**src/rtl/image_bank_reader_if.sv**
```systemverilog
// Bundle of the reader's control, image-RAM and stream signals.
// master = the reader; slave = host/RAM/consumer side.
interface image_bank_reader_if #(
  parameter int ADDR_W = 14,
  parameter int LEN_W  = 8
);
  logic              start;
  logic [ADDR_W-1:0] base_addr;
  logic [LEN_W-1:0]  len;
  logic              busy;
  logic              done;
  logic [ADDR_W-1:0] ram_addr;
  logic              ram_rden;
  logic [7:0]        ram_q0;
  logic [7:0]        ram_q1;
  logic [7:0]        ram_q2;
  logic [7:0]        ram_q3;
  logic [31:0]       out_data;
  logic              out_valid;
  logic              out_ready;

  modport master (
    input  start, base_addr, len, ram_q0, ram_q1, ram_q2, ram_q3, out_ready,
    output busy, done, ram_addr, ram_rden, out_data, out_valid
  );

  modport slave (
    output start, base_addr, len, ram_q0, ram_q1, ram_q2, ram_q3, out_ready,
    input  busy, done, ram_addr, ram_rden, out_data, out_valid
  );
endinterface

```
**src/rtl/image_bank_reader.sv**
```systemverilog
// Walks a contiguous image-RAM range and streams the four bank bytes of each
// address as one 32-bit word, with a small FIFO hiding the one-cycle read latency.
module image_bank_reader #(
  parameter int ADDR_W     = 14,
  parameter int LEN_W      = 8,
  parameter int FIFO_DEPTH = 4
) (
  input  logic                 clk,
  input  logic                 reset,
  image_bank_reader_if.master  bus
);
  localparam int PW = (FIFO_DEPTH > 1) ? $clog2(FIFO_DEPTH) : 1;
  localparam int CW = $clog2(FIFO_DEPTH + 1);
  localparam logic [CW:0]   DEPTH_C = (CW+1)'(FIFO_DEPTH);
  localparam logic [PW-1:0] LAST_P  = PW'(FIFO_DEPTH - 1);

  typedef enum logic [1:0] {IDLE, RUN, DRAIN} state_t;

  state_t            state_q, state_d;
  logic [ADDR_W-1:0] addr_q, addr_d;
  logic [LEN_W-1:0]  rem_q, rem_d;
  logic              inflight_q;
  logic              done_q, done_d;
  logic              issue, push, pop, empty;
  logic [31:0]       mem_q [FIFO_DEPTH];
  logic [PW-1:0]     wr_q, rd_q;
  logic [CW-1:0]     cnt_q, cnt_d;
  logic [CW:0]       used;

  assign push  = inflight_q;
  assign empty = (cnt_q == '0);
  assign pop   = !empty && bus.out_ready;
  // Words already in the FIFO plus the read whose data lands next cycle.
  assign used  = {1'b0, cnt_q} + {{CW{1'b0}}, inflight_q};

  always_comb begin
    cnt_d = cnt_q;
    if (push && !pop)      cnt_d = cnt_q + 1'b1;
    else if (!push && pop) cnt_d = cnt_q - 1'b1;
  end

  always_comb begin
    state_d = state_q;
    addr_d  = addr_q;
    rem_d   = rem_q;
    done_d  = 1'b0;
    issue   = 1'b0;
    case (state_q)
      IDLE: begin
        if (bus.start) begin
          addr_d = bus.base_addr;
          rem_d  = bus.len;
          if (bus.len != '0) state_d = RUN;
          else               done_d  = 1'b1;
        end
      end
      RUN: begin
        if (used < DEPTH_C) begin
          issue  = 1'b1;
          addr_d = addr_q + 1'b1;
          rem_d  = rem_q - 1'b1;
          if (rem_q == LEN_W'(1)) state_d = DRAIN;
        end
      end
      DRAIN: begin
        // No issues here, so cnt_d == 0 also means nothing is in flight.
        if (cnt_d == '0) begin
          state_d = IDLE;
          done_d  = 1'b1;
        end
      end
      default: state_d = IDLE;
    endcase
  end

  always_ff @(posedge clk) begin
    if (!reset) begin
      state_q    <= IDLE;
      addr_q     <= '0;
      rem_q      <= '0;
      inflight_q <= 1'b0;
      done_q     <= 1'b0;
      wr_q       <= '0;
      rd_q       <= '0;
      cnt_q      <= '0;
    end else begin
      state_q    <= state_d;
      addr_q     <= addr_d;
      rem_q      <= rem_d;
      inflight_q <= issue;
      done_q     <= done_d;
      cnt_q      <= cnt_d;
      if (push) wr_q <= (wr_q == LAST_P) ? '0 : wr_q + 1'b1;
      if (pop)  rd_q <= (rd_q == LAST_P) ? '0 : rd_q + 1'b1;
    end
  end

  always_ff @(posedge clk) begin
    if (push) mem_q[wr_q] <= {bus.ram_q0, bus.ram_q1, bus.ram_q2, bus.ram_q3};
  end

  assign bus.ram_rden  = issue;
  assign bus.ram_addr  = addr_q;
  assign bus.out_valid = !empty;
  assign bus.out_data  = empty ? 32'h0 : mem_q[rd_q];
  assign bus.busy      = (state_q != IDLE);
  assign bus.done      = done_q;

  a_no_overflow: assert property (@(posedge clk) disable iff (!reset)
    !(push && cnt_q == CW'(FIFO_DEPTH)))
    else $error("image_bank_reader: push into full FIFO");
endmodule
```
**src/flat_wrapper.sv**
```systemverilog
// flat-port wrapper written by rule: the top's interface ports become plain ports
module image_bank_reader_flat 
#(
  parameter int ADDR_W     = 14,
  parameter int LEN_W      = 8,
  parameter int FIFO_DEPTH = 4
)
  (clk, reset, bus_start, bus_base_addr, bus_len, bus_ram_q0, bus_ram_q1, bus_ram_q2, bus_ram_q3, bus_out_ready, bus_busy, bus_done, bus_ram_addr, bus_ram_rden, bus_out_data, bus_out_valid);
  image_bank_reader_if #(.ADDR_W(ADDR_W), .LEN_W(LEN_W)) bus_i ();
  input  logic clk;
  input  logic reset;
  input wire logic [$bits(bus_i.start)-1:0] bus_start;
  input wire logic [$bits(bus_i.base_addr)-1:0] bus_base_addr;
  input wire logic [$bits(bus_i.len)-1:0] bus_len;
  input wire logic [$bits(bus_i.ram_q0)-1:0] bus_ram_q0;
  input wire logic [$bits(bus_i.ram_q1)-1:0] bus_ram_q1;
  input wire logic [$bits(bus_i.ram_q2)-1:0] bus_ram_q2;
  input wire logic [$bits(bus_i.ram_q3)-1:0] bus_ram_q3;
  input wire logic [$bits(bus_i.out_ready)-1:0] bus_out_ready;
  output wire logic [$bits(bus_i.busy)-1:0] bus_busy;
  output wire logic [$bits(bus_i.done)-1:0] bus_done;
  output wire logic [$bits(bus_i.ram_addr)-1:0] bus_ram_addr;
  output wire logic [$bits(bus_i.ram_rden)-1:0] bus_ram_rden;
  output wire logic [$bits(bus_i.out_data)-1:0] bus_out_data;
  output wire logic [$bits(bus_i.out_valid)-1:0] bus_out_valid;
  assign bus_i.start = bus_start;
  assign bus_i.base_addr = bus_base_addr;
  assign bus_i.len = bus_len;
  assign bus_i.ram_q0 = bus_ram_q0;
  assign bus_i.ram_q1 = bus_ram_q1;
  assign bus_i.ram_q2 = bus_ram_q2;
  assign bus_i.ram_q3 = bus_ram_q3;
  assign bus_i.out_ready = bus_out_ready;
  assign bus_busy = bus_i.busy;
  assign bus_done = bus_i.done;
  assign bus_ram_addr = bus_i.ram_addr;
  assign bus_ram_rden = bus_i.ram_rden;
  assign bus_out_data = bus_i.out_data;
  assign bus_out_valid = bus_i.out_valid;
  image_bank_reader #(.ADDR_W(ADDR_W), .LEN_W(LEN_W), .FIFO_DEPTH(FIFO_DEPTH)) u_core (.clk(clk), .reset(reset), .bus(bus_i));
endmodule
```
**config.mk**
```make
export PLATFORM = sky130hd
export DESIGN_NAME = image_bank_reader_flat
export DESIGN_NICKNAME = d
export VERILOG_FILES = /design/src/rtl/image_bank_reader_if.sv /design/src/rtl/image_bank_reader.sv /design/src/flat_wrapper.sv
export SDC_FILE = /design/constraint.sdc
export NUM_CORES = 1
export LEC_CHECK = 0
export CAP_MARGIN = 0
export CORE_MARGIN = 3
export CORE_UTILIZATION = 48
export CTS_BUF_LIST = sky130_fd_sc_hd__clkbuf_16
export CTS_CLUSTER_SIZE = 12
export DETAILED_ROUTE_END_ITERATION = 10
export PLACE_DENSITY = 0.87
export SYNTH_ARGS = -nofsm -noshare
export SYNTH_HDL_FRONTEND = slang
export SYNTH_SLANG_ARGS = --single-unit
export TNS_END_PERCENT = 30
```
**constraint.sdc**
```tcl
create_clock -name clk -period 2 [get_ports clk]
set_input_delay 0.2 -clock clk [delete_from_list [all_inputs] [get_ports clk]]
set_output_delay 0.2 -clock clk [all_outputs]
set_load 0.02 [all_outputs]
```
==> metrics, run 1 <==
RSZ-0062 raised after global routing yes; DRC violations left 0; Seq cells post-synth 163; Vias/cell 5.73; post-synth cell types 58; H-tree depth 4; P_sw 3.56 mW; Max Freq 472 MHz; crit-path max FO 5; syn nets 542; Worst Skew 10.2 ps; DR vias 4,631; Layout Cells excl Fill 808; syn avg cell area 14.6 um2; Post-synth ARST share 0%; GRT Max-Usage Layer met2; part of the power in the clock network 27.0%; initial antenna violation count 0; final hold violations 0; CTS buffer count 17; Post-Place Cells 767; GR Layer Usage met3 4.16%; Post-synth EDFFs 128; clk sinks 163; Starting DRT DRC Count 337; commonest non-fill, non-tap cells in the layout edfxtp_1 (128), clkdlybuf4s50_1 (73), dfxtp_1 (33); GRT Util Overall 21.0%; synthesized cell area 6910 um2; Pleak 3.26 nW; post-synthesis sequential area ratio 65.7%; gate count of the mapped netlist 473; min Tclk post-route 2120 ps; Syn-to-layout area delta 33.4%; I/O Buffers 107; core area 14,000 um2; GR Layer Usage met2 35.8%; Max Transition Viols Final 0; startpoint types flip-flop; largest net degree at the start of global routing 33; Comb power frac 37.7%; layout cells sized above 1 27.9%; Peak VDD IR 0.658 mV; DP HPWL 10,400 um; PwrDens 1260 nW/um2; FF-to-FF path depth 7; row count 43; cts hold-fix bufs 0; Ports 108; worst setup margin -117 ps; Final Cycle Share 106%; Rel. slew slack 50.6%; GPL Wtd Cong 0.939; hold_ws 379 ps; insertion delay to the later sink of the worst-skew pair 420 ps; Crit. End Element output port; Final nets 684; WL/cell 20.2 um; Worst Hold Depth 3; met1 Track Usage GR 26.3%; # diodes 0; Initial Utilization 49.4%; Critical Path RT 1800 ps; first-pass GRT wire length 25,800 um; number of global-route vias before repair 4,878; grt total ovfl 0; Sw Ratio 30.8%; failing checks setup timing; Main synth FF type edfxtp_1; Die X 126 um; number of max-cap violations 0; Setup Crit Path Kind reg -> out; outcome finished, violations left; antenna-violating nets left 0; Die Y 126 um; clk buf depth 2; die area 15,900 um2; worst min-delay path class in -> reg; TritonRoute pass-1 iters 6; sequential power share 35.3%; CTS tree built; yosys warns 0; Total Wirelength 16,300 um; Int Power 8.01 mW; number of fill cells 976; setup violators final 26; CTS Root Cell clkbuf_16; commonest non-fill, non-tap cell in the layout edfxtp_1; clock-pin slew on the worst setup and hold paths 70 ps; Worst-Margin Slew 741 ps; CP arrival 1920 ps
-- worst max-delay path, stage by stage (launching register included) --
cell and delay (ps):
dfxtp_4 450, buf_12 140, buf_16 120, mux4_2 470
and2_1 170, buf_2 150
-- cells by family (layout without fill, tap and decap cells) --
kind of cell | after synthesis | count (layout) | synth area share, %
AO/OA/AOI/OAI | 71 | 71 | 6.84
XOR/XNOR | 3 | 3 | 0.489
adder cells (fa/ha/maj) | 11 | 11 | 1.99
buffers and inverters | 36 | 191 | 2.19
flip-flops | 163 | 163 | 65.7
multiplexers | 36 | 36 | 11.0
AND/OR/NAND/NOR | 153 | 153 | 11.7
-- cell usage after synthesis (all sizes together) (2+ instances only) --
cell type | instances | share of area [%]
buf | 12 | 0.87
or2 | 2 | 0.18
dfxtp | 35 | 10
nand3 | 8 | 0.58
a2bb2oi | 3 | 0.38
a21oi | 20 | 1.4
nor3b | 4 | 0.43
nor3 | 9 | 0.65
a211oi | 2 | 0.22
edfxtp | 128 | 56
nor2 | 31 | 1.7
nand4 | 4 | 0.36
or4 | 2 | 0.22
clkbuf | 14 | 0.78
or3b | 2 | 0.29
nand2b | 3 | 0.27
a311oi | 4 | 0.51
nor4 | 5 | 0.45
a31oi | 5 | 0.67
nand3b | 2 | 0.22
and2 | 39 | 3.6
and3 | 4 | 0.36
a31o | 2 | 0.25
o311ai | 2 | 0.25
o22ai | 4 | 0.36
nand2 | 31 | 1.7
xnor2 | 3 | 0.49
mux4 | 32 | 10
ha | 11 | 2.0
mux2i | 4 | 0.58
inv | 10 | 0.54
or3 | 4 | 0.43
o21ai | 17 | 1.2
-- final timing paths --
kind / slack (ps) / endpoint / from
setup reg to reg: 20 / u_core.rem_q[6] / u_core.rem_q[1]
setup / recovery: -120 / bus_out_data[19] / flip-flop
hold reg to reg: 500 / u_core.rem_q[7] / u_core.rem_q[7]
hold / removal: 380 / u_core.bus.ram_addr[1] / bus_base_addr[1]
-- metrics by stage --
stage	setup WS, ps	cell area, um2	setup TNS, ps	util, %	power, mW
after floorplan	-134	6910	-8560	-	6.30
after global placement	-15.3	8460	-73.3	60.5	7.87
after detailed placement	-74.2	8460	-834	60.5	7.99
after CTS	-151	9110	-2620	65.1	11.3
after global routing	-197	9220	-3400	65.9	12.1
final	-117	9220	-1390	65.9	11.6
-- power by group through the flow --
| stage | Sequential (mW) | Clock, mW | Combinational (mW) |
|---|---|---|---|
| 4_1_cts | 4.08 | 3.16 | 4.07 |
| 3_5_place_dp | 4.13 | 0 | 3.87 |
| 5_1_grt | 4.11 | 3.33 | 4.65 |
| 3_3_place_gp | 4.10 | 0 | 3.77 |
| 6_report | 4.09 | 3.13 | 4.36 |
| 2_1_floorplan | 4.15 | 0 | 2.15 |
-- repair_timing --
item | in CTS | in global routing
setup endpoints to repair | 34 | 37
gates cloned | 2 | 0
pin swaps | 11 | 14
endpoints found under the hold margin | 0 | 0
setup buffers | 6 | 2
gates resized for setup | 171 | 42
-- per-layer routing --
metal	vias to the layer above	routed length (um)	share of wire, %
met2	205	8440	52
met3	30	894	5.5
met1	2285	6640	41
met5	-	0	0
met4	0	364	2.2
li1	2111	-	-
-- cell type report --
| type | count | area [um2] | area share [%] |
|---|---|---|---|
| Inverter | 10 | 37.5 | 0.407 |
| Timing Repair Buffer | 149 | 1550 | 16.8 |
| Clock inverter | 15 | 143 | 1.55 |
| Tap cell | 180 | 225 | 2.44 |
| Sequential cell | 163 | 4550 | 49.3 |
| Clock buffer | 17 | 425 | 4.61 |
| Multi-Input combinational cell | 274 | 2290 | 24.9 |
-- registers in the layout, indices dropped and copies added (netlist names), 2 cells and up, named ones only --
name                 cells
u_core.wr_q              2
u_core.bus.ram_addr     14
u_core.rd_q              2
u_core.cnt_q             3
u_core.rem_q             8
u_core.mem_q           128
u_core.state_q           2
No activity file was read; power rests on OpenSTA's default activity.
==> run 2: changes to the inputs <==
CTS_CLUSTER_SIZE = default   (was 12)
==> results of run 2 <==
The final DEF is identical to that of run 1; final timing and power are the same.
